**src/rtl/camera_pkg.sv**
```systemverilog
// Shared camera-board definitions: SRAM geometry and the
// state encoding of the SRAM port arbiter.
package camera_pkg;

   localparam int SRAM_ADDR_W = 18;
   localparam int SRAM_DATA_W = 32;

   typedef enum logic [1:0] {
      IDLE   = 2'd0,
      ACCESS = 2'd1,
      TURN   = 2'd2
   } arb_state_t;

endpackage

```
**src/rtl/sram_port_arbiter_if.sv**
```systemverilog
// Requester-side bundle of the SRAM port arbiter: two command
// ports plus the shared read-data return.
interface sram_port_arbiter_if;
   import camera_pkg::*;

   logic                   p0_req;
   logic                   p0_we;
   logic [SRAM_ADDR_W-1:0] p0_addr;
   logic [SRAM_DATA_W-1:0] p0_wdata;
   logic                   p0_gnt;
   logic                   p0_rvalid;

   logic                   p1_req;
   logic                   p1_we;
   logic [SRAM_ADDR_W-1:0] p1_addr;
   logic [SRAM_DATA_W-1:0] p1_wdata;
   logic                   p1_gnt;
   logic                   p1_rvalid;

   logic [SRAM_DATA_W-1:0] rdata;

   modport master (
      output p0_req, p0_we, p0_addr, p0_wdata,
      output p1_req, p1_we, p1_addr, p1_wdata,
      input  p0_gnt, p0_rvalid,
      input  p1_gnt, p1_rvalid,
      input  rdata
   );

   modport slave (
      input  p0_req, p0_we, p0_addr, p0_wdata,
      input  p1_req, p1_we, p1_addr, p1_wdata,
      output p0_gnt, p0_rvalid,
      output p1_gnt, p1_rvalid,
      output rdata
   );

endinterface

```
**src/rtl/sram_port_arbiter.sv**
```systemverilog
// Two-port arbiter and strobe sequencer for the asynchronous
// SRAM; port 0 has priority bounded by a starvation guard.
module sram_port_arbiter
   import camera_pkg::*;
#(
   parameter int ACCESS_CYCLES = 2,
   parameter int P0_MAX_RUN    = 4
) (
   input  logic                   clk,
   input  logic                   reset,
   sram_port_arbiter_if.slave     bus,
   output logic                   s1_OE,
   output logic                   s1_WE,
   output logic [SRAM_ADDR_W-1:0] s1_Addr,
   output logic [SRAM_DATA_W-1:0] s1_WD,
   output logic                   s1_WD_oe,
   input  logic [SRAM_DATA_W-1:0] s1_RD
);

   localparam logic [3:0] CNT_LOAD = 4'(ACCESS_CYCLES - 1);
   localparam logic [3:0] RUN_MAX  = 4'(P0_MAX_RUN);

   arb_state_t state;
   logic [3:0] acc_cnt;
   logic [3:0] run_cnt;
   logic       own_p1;
   logic       is_wr;

   logic                   any_req;
   logic                   run_at_max;
   logic                   pick_p1;
   logic                   win_we;
   logic [SRAM_ADDR_W-1:0] win_addr;
   logic [SRAM_DATA_W-1:0] win_wdata;

   // Port 1 wins when alone, or when port 0 has used up its run.
   always_comb begin
      any_req    = bus.p0_req | bus.p1_req;
      run_at_max = (run_cnt == RUN_MAX);
      pick_p1    = bus.p1_req & (~bus.p0_req | run_at_max);
      win_we     = pick_p1 ? bus.p1_we    : bus.p0_we;
      win_addr   = pick_p1 ? bus.p1_addr  : bus.p0_addr;
      win_wdata  = pick_p1 ? bus.p1_wdata : bus.p0_wdata;
   end

   always_ff @(posedge clk) begin
      if (reset) begin
         state         <= IDLE;
         acc_cnt       <= '0;
         run_cnt       <= '0;
         own_p1        <= 1'b0;
         is_wr         <= 1'b0;
         s1_OE         <= 1'b1;
         s1_WE         <= 1'b1;
         s1_WD_oe      <= 1'b0;
         s1_Addr       <= '0;
         s1_WD         <= '0;
         bus.rdata     <= '0;
         bus.p0_gnt    <= 1'b0;
         bus.p1_gnt    <= 1'b0;
         bus.p0_rvalid <= 1'b0;
         bus.p1_rvalid <= 1'b0;
      end else begin
         bus.p0_gnt    <= 1'b0;
         bus.p1_gnt    <= 1'b0;
         bus.p0_rvalid <= 1'b0;
         bus.p1_rvalid <= 1'b0;
         unique case (state)
            IDLE: begin
               if (any_req) begin
                  s1_Addr    <= win_addr;
                  s1_WD      <= win_wdata;
                  s1_OE      <= win_we;
                  s1_WE      <= ~win_we;
                  s1_WD_oe   <= win_we;
                  own_p1     <= pick_p1;
                  is_wr      <= win_we;
                  acc_cnt    <= CNT_LOAD;
                  bus.p0_gnt <= ~pick_p1;
                  bus.p1_gnt <= pick_p1;
                  if (pick_p1)
                     run_cnt <= '0;
                  else if (bus.p1_req && !run_at_max)
                     run_cnt <= run_cnt + 4'd1;
                  state <= ACCESS;
               end
            end
            ACCESS: begin
               if (acc_cnt == '0) begin
                  s1_OE <= 1'b1;
                  s1_WE <= 1'b1;
                  if (is_wr) begin
                     // Data stays driven one cycle past WE for hold.
                     state <= TURN;
                  end else begin
                     bus.rdata     <= s1_RD;
                     bus.p0_rvalid <= ~own_p1;
                     bus.p1_rvalid <= own_p1;
                     state         <= IDLE;
                  end
               end else begin
                  acc_cnt <= acc_cnt - 4'd1;
               end
            end
            TURN: begin
               s1_WD_oe <= 1'b0;
               state    <= IDLE;
            end
            default: state <= IDLE;
         endcase
      end
   end

endmodule

```
**src/flat_wrapper.sv**
```systemverilog
// flat-port wrapper written by rule: the top's interface ports become plain ports
module sram_port_arbiter_flat import camera_pkg::*;
#(
   parameter int ACCESS_CYCLES = 2,
   parameter int P0_MAX_RUN    = 4
)
  (clk, reset, s1_OE, s1_WE, s1_Addr, s1_WD, s1_WD_oe, s1_RD, bus_p0_req, bus_p0_we, bus_p0_addr, bus_p0_wdata, bus_p1_req, bus_p1_we, bus_p1_addr, bus_p1_wdata, bus_p0_gnt, bus_p0_rvalid, bus_p1_gnt, bus_p1_rvalid, bus_rdata);
  sram_port_arbiter_if bus_i ();
  input  logic clk;
  input  logic reset;
  output logic s1_OE;
  output logic s1_WE;
  output logic [SRAM_ADDR_W-1:0] s1_Addr;
  output logic [SRAM_DATA_W-1:0] s1_WD;
  output logic s1_WD_oe;
  input  logic [SRAM_DATA_W-1:0] s1_RD;
  input wire logic [$bits(bus_i.p0_req)-1:0] bus_p0_req;
  input wire logic [$bits(bus_i.p0_we)-1:0] bus_p0_we;
  input wire logic [$bits(bus_i.p0_addr)-1:0] bus_p0_addr;
  input wire logic [$bits(bus_i.p0_wdata)-1:0] bus_p0_wdata;
  input wire logic [$bits(bus_i.p1_req)-1:0] bus_p1_req;
  input wire logic [$bits(bus_i.p1_we)-1:0] bus_p1_we;
  input wire logic [$bits(bus_i.p1_addr)-1:0] bus_p1_addr;
  input wire logic [$bits(bus_i.p1_wdata)-1:0] bus_p1_wdata;
  output wire logic [$bits(bus_i.p0_gnt)-1:0] bus_p0_gnt;
  output wire logic [$bits(bus_i.p0_rvalid)-1:0] bus_p0_rvalid;
  output wire logic [$bits(bus_i.p1_gnt)-1:0] bus_p1_gnt;
  output wire logic [$bits(bus_i.p1_rvalid)-1:0] bus_p1_rvalid;
  output wire logic [$bits(bus_i.rdata)-1:0] bus_rdata;
  assign bus_i.p0_req = bus_p0_req;
  assign bus_i.p0_we = bus_p0_we;
  assign bus_i.p0_addr = bus_p0_addr;
  assign bus_i.p0_wdata = bus_p0_wdata;
  assign bus_i.p1_req = bus_p1_req;
  assign bus_i.p1_we = bus_p1_we;
  assign bus_i.p1_addr = bus_p1_addr;
  assign bus_i.p1_wdata = bus_p1_wdata;
  assign bus_p0_gnt = bus_i.p0_gnt;
  assign bus_p0_rvalid = bus_i.p0_rvalid;
  assign bus_p1_gnt = bus_i.p1_gnt;
  assign bus_p1_rvalid = bus_i.p1_rvalid;
  assign bus_rdata = bus_i.rdata;
  sram_port_arbiter #(.ACCESS_CYCLES(ACCESS_CYCLES), .P0_MAX_RUN(P0_MAX_RUN)) u_core (.clk(clk), .reset(reset), .bus(bus_i), .s1_OE(s1_OE), .s1_WE(s1_WE), .s1_Addr(s1_Addr), .s1_WD(s1_WD), .s1_WD_oe(s1_WD_oe), .s1_RD(s1_RD));
endmodule
```
**config.mk**
```make
export PLATFORM = sky130hd
export DESIGN_NAME = sram_port_arbiter_flat
export DESIGN_NICKNAME = d
export VERILOG_FILES = /design/src/rtl/camera_pkg.sv /design/src/rtl/sram_port_arbiter_if.sv /design/src/rtl/sram_port_arbiter.sv /design/src/flat_wrapper.sv
export SDC_FILE = /design/constraint.sdc
export NUM_CORES = 1
export LEC_CHECK = 0
export ABC_AREA = 1
export BUFFER_PORTS_ARGS = -buffer_cell sky130_fd_sc_hd__buf_2
export CORE_MARGIN = 8
export CORE_UTILIZATION = 40
export DETAILED_ROUTE_END_ITERATION = 8
export GPL_ROUTABILITY_DRIVEN = 0
export PLACE_DENSITY = 0.76
export SKIP_LAST_GASP = 1
export SLEW_MARGIN = 25
export SYNTH_ARGS = -nofsm -noshare
export SYNTH_HDL_FRONTEND = slang
export SYNTH_SLANG_ARGS = --single-unit
```
**constraint.sdc**
```tcl
create_clock -name clk -period 1.7 [get_ports clk]
set_clock_uncertainty 0.2 [all_clocks]
set_input_delay 0.085 -clock clk [delete_from_list [all_inputs] [get_ports clk]]
set_output_delay 0.085 -clock clk [all_outputs]
set_load 0.005 [all_outputs]
```
* Yosys cells after proc, flatten, opt, wreduce, memory -nomap -nowiden
Cells that the tools add are included.
Storage, ports and cells: flip-flop bits (word level) 101, input port bits 138, output and inout bits 89, logic and storage cells 69
Cells by class: add/sub/neg operators 2, eq/ne operators 6, multiplexer cells 18, bitwise logic cells 12, reduce and logical (&&, ||, !) cells 16
Operator list (number):
- $mux W32 | 1
- $mux W18 | 1
- $mux W4 | 4
- $reduce_and A3 Y1 | 4
- $not A1 Y1 | 9
- $pmux W4 S2 | 1
- $mux W2 | 3
- $pmux W1 S2 | 3
- $reduce_and A2 Y1 | 3
- $reduce_bool A2 Y1 | 3
- $add A4 B1 Y4 const B | 1
- $eq A4 B3 Y1 const B | 1
- $logic_not A4 Y1 | 1
- $mux W1 | 4
- $ne A2 B1 Y1 const B | 2
- $pmux W2 S2 | 1
- $reduce_or A4 Y1 | 1
- $sub A4 B1 Y4 const B | 1
- $reduce_or A3 Y1 | 1
- $eq A2 B1 Y1 const B | 1
- $eq A2 B2 Y1 const B | 1
- $logic_not A2 Y1 | 1
- $ne A2 B2 Y1 const B | 1
- $or A1 B1 Y1 | 2
- 3 further kinds | 3

* Logic depth before layout (Yosys ltp)
Gate-level depths: netlist of run 1.
word-level depth 7, gate-level depth with buffers 9, mapped depth without buffers 9

* Worst setup path before layout of run 1
Ideal clock, no wire load.
path kind register to register, start point register u_core.run_cnt[0], end point register u_core.s1_Addr[17], setup time 62 ps, arrival 1325 ps, required time 1438 ps, path slack 113 ps, stages on the path, launching flop included 9, buffers on the path 1, period minus slack after synthesis 1587 ps, cells stage by stage dfxtp_1 > inv_1 > ha_1 > nand3_1 > nand2_1 > nand2_2 > clkbuf_1 > nand3_1 > nand3_1
On the way: word-level cells in the longest chain between the ends 4
RTL lines:
- from (decl) | RTL line sram_port_arbiter.sv:25 | logic [3:0] run_cnt;
- from (signal assigned) | RTL line sram_port_arbiter.sv:84 | run_cnt <= run_cnt + 4'd1;
- $eq A4 B3 Y1 | RTL line sram_port_arbiter.sv:39 | run_at_max = (run_cnt == RUN_MAX);
- $or A1 B1 Y1 | RTL line sram_port_arbiter.sv:40 | pick_p1 = bus.p1_req & (~bus.p0_req | run_at_max);
- $and A1 B1 Y1 | RTL line sram_port_arbiter.sv:40
- $mux W18 | RTL line sram_port_arbiter.sv:42 | win_addr = pick_p1 ? bus.p1_addr : bus.p0_addr;
- to (signal assigned) | RTL line sram_port_arbiter.sv:71 | s1_Addr <= win_addr;
- to (decl) | RTL line sram_port_arbiter.sv:14 | output logic [SRAM_ADDR_W-1:0] s1_Addr,
Every way passes these cells. A chain may end at the register's enable or synchronous reset.

* Worst setup path after layout of run 1
start point input port bus_p1_req, end point register u_core.s1_WD[0]
On the way: word-level cells in the longest chain between the ends 2, elaborated cells between the ends (all ways) 4, classes of those cells 1 x mux; 2 x bitwise; 1 x reduce/logical
RTL lines:
- from (decl) | RTL line flat_wrapper.sv:21 | input wire logic [$bits(bus_i.p1_req)-1:0] bus_p1_req;
- $and A1 B1 Y1 or $or A1 B1 Y1 (tied branches) | RTL line sram_port_arbiter.sv:40, sram_port_arbiter.sv:38
- $mux W32 or $reduce_and A2 Y1 (tied branches)
- to (signal assigned) | RTL line sram_port_arbiter.sv:72 | s1_WD <= win_wdata;
- to (decl) | RTL line sram_port_arbiter.sv:15 | output logic [SRAM_DATA_W-1:0] s1_WD,
Several ways; a longest one is shown, not always the timed one.

==> results.md, run 1 <==
- Status: finished, final reports clean
- Final slew viol count: 0
- Vias in the first global route: 5679
- Crit Path Class: in -> reg
- Worst skew pair latency: approximately 0.38 ns
- Placed Instances: a little under 900
- Synthesis-to-finish area growth: 73.8%
- Routed length per placed instance: about 18 um
- First-pass GRT wire length: approximately 29 mm
- CTS root buffer: clkbuf_8
- Async set or reset register ratio after synthesis: 0
- DIE AREA: roughly 14000 um^2
- Post-Layout Inst Area: about 7300 um^2
- Placement Cell Area: 5480 um^2
- Final std cells w/o fill: between 1000 and 1500
- Row count: 37
- Post-Synthesis Cells: ~530
- Synth warn: 0
- Overflow after GRT: 0
- Minimum clock period: approximately 1.6 ns
- Residual DRC: 0
- GRT Total Usage: 0.249
- CP Launch Type: input port
- Final worst setup slack: between 0.06 and 0.07 ns
- Largest net degree at the start of global routing: between 40 and 50
- Worst Path Required: roughly 1.8 ns
- Power Total: between 6 and 7 mW
- TritonCTS clock tree: built
- Final setup viols: 0
- Hold Violations, Final: 0
- Slowest CP cell: dlygate4sd3_1
- Core area: 10200 um^2
- Initial antenna violation count: 9
- Htree depth: 3
- CTS sink cnt: about 100
- CP endpoint kind: flop
- Max Freq: a little over 600 MHz
- Slew HR: 0.787
- Peak supply drop: 0.000412 V
- Io pins: between 200 and 250
- DRT Pass-1 Iters: 5
- Top post-synthesis cells by area: dfxtp_1 48%, nand3_1 19%, nand2_1 6.7%
- Post-synth EDFFs: 0
- Vias per cell: around 5.3
- Vias after detailed routing: approximately 5500
- Part of the cycle the worst path needs: 0.962
- Slowest stage delay, CP: 0.53 ns
- Iter 0 DRT Violations: 658
- HPWL Detailed: approximately 10 mm
- Worst path cell trace: dlygate4sd3_1, buf_2, o21ai_4, nor2_4, buf_12, buf_12, nand3_1, nand3_1
- Net count, final: roughly 1000
- Final setup TNS: 0 ns
- Final core occ: 0.709
- Share of the synthesized area in the top cell type: 0.485
- Total CTS buffers: 9
- Pwr/cell area: roughly 860 nW/um^2
- Die Y: 118 um
- Pre-CTS setup slack: 0.0232 ns
- Mapped Nets: 670
- Port Buf Inserts: 226
- Initial Util: 0.408
- Max-cap violations: 0
- Most frequent cells after synthesis: 161 x nand3_1, 101 x dfxtp_1, 75 x nand2_1
- Antenna-violating nets left: 0
- Layout cells sized above 1: 0.322
- Count of state elements after synthesis: 101
- R2R setup slack: approximately 0.065 ns
- Max FO, Critical Path: 29
- Critical Path AT: approximately 1.7 ns
- Most numerous cell in the Yosys netlist: nand3_1
- RSZ-0062 raised after global routing: yes
- Syn Std Cell Area: 4170 um^2
- CTS clock-pin slew for the worst setup and hold paths: approximately 0.10 ns
- CTS Buffer Depth: 2
- Final wirelength: around 18 mm
- Sequential area share after synthesis: 0.485
- Main synth FF type: dfxtp_1
- Minimum hold slack: roughly 0.24 ns
- Leakage: about 3.5 nW
- Cell variety after synth: 26
- Die Width: between 100 and 150 um
- Synth area leader: dfxtp_1
- Slew @ Worst Pin: between 0.3 and 0.4 ns
- Worst hold-check path type: reg -> reg
- Mapped Avg Cell Area: between 7 and 8 um^2
cells by family after synthesis:
logic type | synth area share
buffers and inverters | 0.111
AOI/OAI and AO/OA | 0.0957
xor gates and xnor gates | 0.00420
adders and majority gates | 0.0120
and+or+nand+nor | 0.293
DFF | 0.485
per-layer routing:
layer / track usage / routed length (um) / part of all wire
met5: 0 / 12 / 0.00065
met2: 0.407 / 8800 / 0.48
met4: 0.174 / 977 / 0.053
met3: 0.0857 / 2080 / 0.11
met1: 0.266 / 6520 / 0.35
critical path, delay by kind of cell:
family	cells	cell delay, ns
AOI/OAI and AO/OA	1	0.30
buffers and inverters	4	1.06
and+or+nand+nor	3	0.26
what timing repair did:
action                     CTS  global route
setup endpoints to repair    2            62
resized for setup            1            23
gates cloned                 0             3
hold buffers               137             0
buffers inserted             0             1
pin swaps                    0             4
hold endpoints to repair    92             0
cell usage in the layout (no fill, tap or decap), drive strengths merged, types with 3 or more instances in the layout:
cell type	instances
a21oi	40
ha	4
bufinv	3
inv	51
buf	250
dlygate4sd3	137
nor2	13
diode	8
o21ai	36
nand3	161
nand2	76
dfxtp	101
clkbuf	15
layout make-up:
| type | instances | area (um^2) |
|---|---|---|
| antenna | 8 | 20.0 |
| clock buffer | 12 | 145 |
| clock inverter | 4 | 95.1 |
| fill | 715 | 2980 |
| inverter | 51 | 199 |
| multi-input combinational | 339 | 1730 |
| sequential | 101 | 2030 |
| tap | 136 | 170 |
| timing repair buffer | 390 | 2870 |
path summary, 6_finish.rpt:
kind / to / cells past startpoint / start
max: u_core.s1_WD[0] / 8 / bus_p1_req
min: u_core.bus.rdata[0] / 2 / u_core.bus.rdata[0]
max reg2reg: u_core.s1_WD[5] / 8 / u_core.run_cnt[0]
min reg2reg: u_core.bus.rdata[0] / 2 / u_core.bus.rdata[0]
state kept, by name, indices dropped and copies added, names as in the netlist:
signal                count
u_core.bus.p1_gnt         1
u_core.bus.p1_rvalid      1
u_core.bus.rdata         32
u_core.acc_cnt            4
u_core.is_wr              1
u_core.bus.p0_gnt         1
u_core.s1_WE              1
u_core.s1_Addr           18
u_core.s1_WD_oe           1
u_core.state              2
u_core.s1_WD             32
u_core.own_p1             1
u_core.bus.p0_rvalid      1
u_core.s1_OE              1
u_core.run_cnt            4
power breakdown:
part           internal (mW)  switching, mW
registers               2.63          0.154
clock network           1.02          0.828
logic                  0.796          0.783
Note: power is estimated with default switching activity, not from simulation.
==> run 2, diff against run 1 <==
--- a/config.mk
+++ b/config.mk
@@ -6,7 +6,7 @@
 export NUM_CORES = 1
 export LEC_CHECK = 0
 export ABC_AREA = 1
-export BUFFER_PORTS_ARGS = -buffer_cell sky130_fd_sc_hd__buf_2
+export BUFFER_PORTS_ARGS = -buffer_cell sky130_fd_sc_hd__buf_4
 export CORE_MARGIN = 8
 export CORE_UTILIZATION = 40
 export DETAILED_ROUTE_END_ITERATION = 8
==> run 2 against run 1 <==
Sequential share of layout area fell by 1.6 points. Cell area grew 6.0%. Final cell count decreased by 0.67%. Largest power group unchanged. Largest cell class unchanged. Hold slack got worse by 0.0042 ns. Register-to-register slack better by 0.02 ns. Sequential power is essentially flat. Global-route usage shrank 1.3 points. Combinational power up 11%. Wire length decreased by 3.0%. Critical path depth is 1 lower. Die area did not move. Non-clock buffer count down 9.
==> results.md, run 2 (synthesized netlist as in run 1, its figures left out) <==
- Max Freq: approximately 620 MHz
- Psw: approximately 1.9 mW
- CP Launch Type: flop
- TritonCTS clock tree: built
- Antenna-violating nets left: 0
- Routed length per placed instance: 17.3 um
- Status: finished, final reports clean
- Int Pwr: approximately 4.3 mW
- Commonest non-fill, non-tap cell in the layout: buf_4
- Io pins: ~230
- CTS sink cnt: 101
- Commonest non-fill, non-tap cells in the layout: 231 x buf_4, 161 x nand3_1, 137 x dlygate4sd3_1, 100 x dfxtp_1, 73 x nand2_1
- Die Width: roughly 120 um
- First-pass GRT wire length: between 20 and 30 mm
- Max FO, Critical Path: 30
- Worst skew pair latency: about 0.36 ns
- Crit Path Class: reg -> reg
- Initial antenna violation count: 10
- Part of the cycle the worst path needs: 0.947
- HPWL Detailed: approximately 11 mm
- Top Registers: u_core.bus.rdata x32, u_core.s1_WD x32, u_core.s1_Addr x18
- Worst path cell trace: nor2_4, o21ai_4, nor2_4, buf_12, clkbuf_16, nand3_1, nand3_1
- Met3 Use GR: 0.0781
- R2R setup slack: 0.09 ns
- Row count: 37
- Pwr/cell area: 807 nW/um^2
- Met1 Track Usage GR: 0.247
- GRT Total Usage: 0.235
- Sequential fraction of design power: 0.450
- Total CTS buffers: 9
- Vias in the first global route: about 5500
- CP endpoint kind: flop
- Iter 0 DRT Violations: roughly 470
- Slowest CP cell: dfxtp_1
- Residual DRC: 0
- Slew HR: 0.783
- Global routing's busiest layer: met2
- Gate power share: 0.284
- Hold Violations, Final: 0
- Clock share of power: 0.266
- Initial Util: 0.408
- Synthesis-to-finish area growth: 84.2%
- Leakage: around 3.5 nW
- CTS clock-pin slew for the worst setup and hold paths: ~0.11 ns
- Overflow after GRT: 0
- Final setup TNS: 0 ns
- Worst hold-check path type: reg -> reg
- CTS root buffer: clkbuf_8
- Core area: ~10000 um^2
- Post-Layout Inst Area: 7690 um^2
- DIE AREA: approximately 14000 um^2
- Final wirelength: 17.8 mm
- Layout cells sized above 1: 0.309
- Vias per cell: 5.07
- Slowest stage delay, CP: 0.38 ns
- Worst Path Required: 1.81 ns
- Final setup viols: 0
- Placement Cell Area: just under 6000 um^2
- DRT Pass-1 Iters: 7
- Critical Path AT: around 1.7 ns
- Slew @ Worst Pin: ~0.32 ns
- Minimum clock period: about 1.6 ns
- Vias after detailed routing: between 5000 and 6000
- Port Buf Inserts: 226
- Largest net degree at the start of global routing: 66
- Net count, final: 1025
- Final slew viol count: 0
- Switching share of power: 0.300
- CTS Buffer Depth: 2
- Htree depth: 3
- GR Util met2: 0.410
- Peak supply drop: 0.000468 V
- Max-cap violations: 0
- Die Y: 118 um
## run 2: changes by cell type in the layout (fill, tap and decap cells not counted), sizes merged
| cell | before | now |
|---|---|---|
| buf | 250 | 241 |
| inv | 51 | 56 |
| clkbuf | 15 | 12 |
| bufinv | 3 | 1 |
| diode | 8 | 10 |
| clkinv | 1 | 0 |
| clkinvlp | 0 | 1 |
## run 2: cell type report
cell class | count | area (um^2)
Antenna cell | 10 | 25.0
Clock buffer | 9 | 124
Clock inverter | 7 | 88.8
Fill cell | 684 | 2540
Inverter | 51 | 194
Multi-Input combinational cell | 339 | 1700
Sequential cell | 101 | 2020
Tap cell | 136 | 170
Timing Repair Buffer | 381 | 3360
## run 2: per-layer routing
metal  wire, um  up-vias
met4        723        0
met1       6630     2388
met2       8700      316
li1           -     2485
met3       1790       57
met5          0        -
## run 2: power groups by stage
stage	clock (mW)	sequential (mW)	combinational (mW)
floorplan	0	2.84	0.621
global placement	0	2.82	1.35
detailed placement	0	2.83	1.39
CTS	1.68	2.78	1.65
global route	1.79	2.82	1.89
finish	1.65	2.79	1.76
## run 2: worst max-delay path, delay by kind of cell (launching register included)
family          cells  cell delay, ns
buf+inv             2            0.35
flops               1            0.38
compound gates      1            0.11
simple gates        4            0.52
## run 2: what timing repair did
| action | CTS | global route |
|---|---|---|
| setup endpoints to repair | 0 | 50 |
| setup buffers | 0 | 2 |
| hold endpoints to repair | 94 | 0 |
| hold buffers | 137 | 0 |
| gates resized for setup | 0 | 10 |
## run 2: through the flow
| step | setup slack [ns] | cells | hold slack [ns] | util | total power, mW |
|---|---|---|---|---|---|
| after floorplan | 0.113 | 528 | 0.0261 | - | 3.46 |
| after global placement | 0.0898 | 866 | 0.110 | 0.581 | 4.17 |
| after detailed placement | 0.0410 | 866 | 0.117 | 0.581 | 4.22 |
| after CTS | 0.00760 | 1019 | 0.245 | 0.736 | 6.11 |
| after global routing | -0.00284 | 1034 | 0.266 | 0.751 | 6.50 |
| final | 0.0894 | 1034 | 0.240 | 0.751 | 6.20 |
## run 2: worst paths after layout
kind | from | cells after the start | end
setup / recovery | u_core.state[1] | 7 | u_core.s1_Addr[15]
setup reg to reg | u_core.state[1] | 7 | u_core.s1_Addr[15]
hold / removal | u_core.own_p1 | 1 | u_core.bus.p0_rvalid
hold reg to reg | u_core.own_p1 | 1 | u_core.bus.p0_rvalid
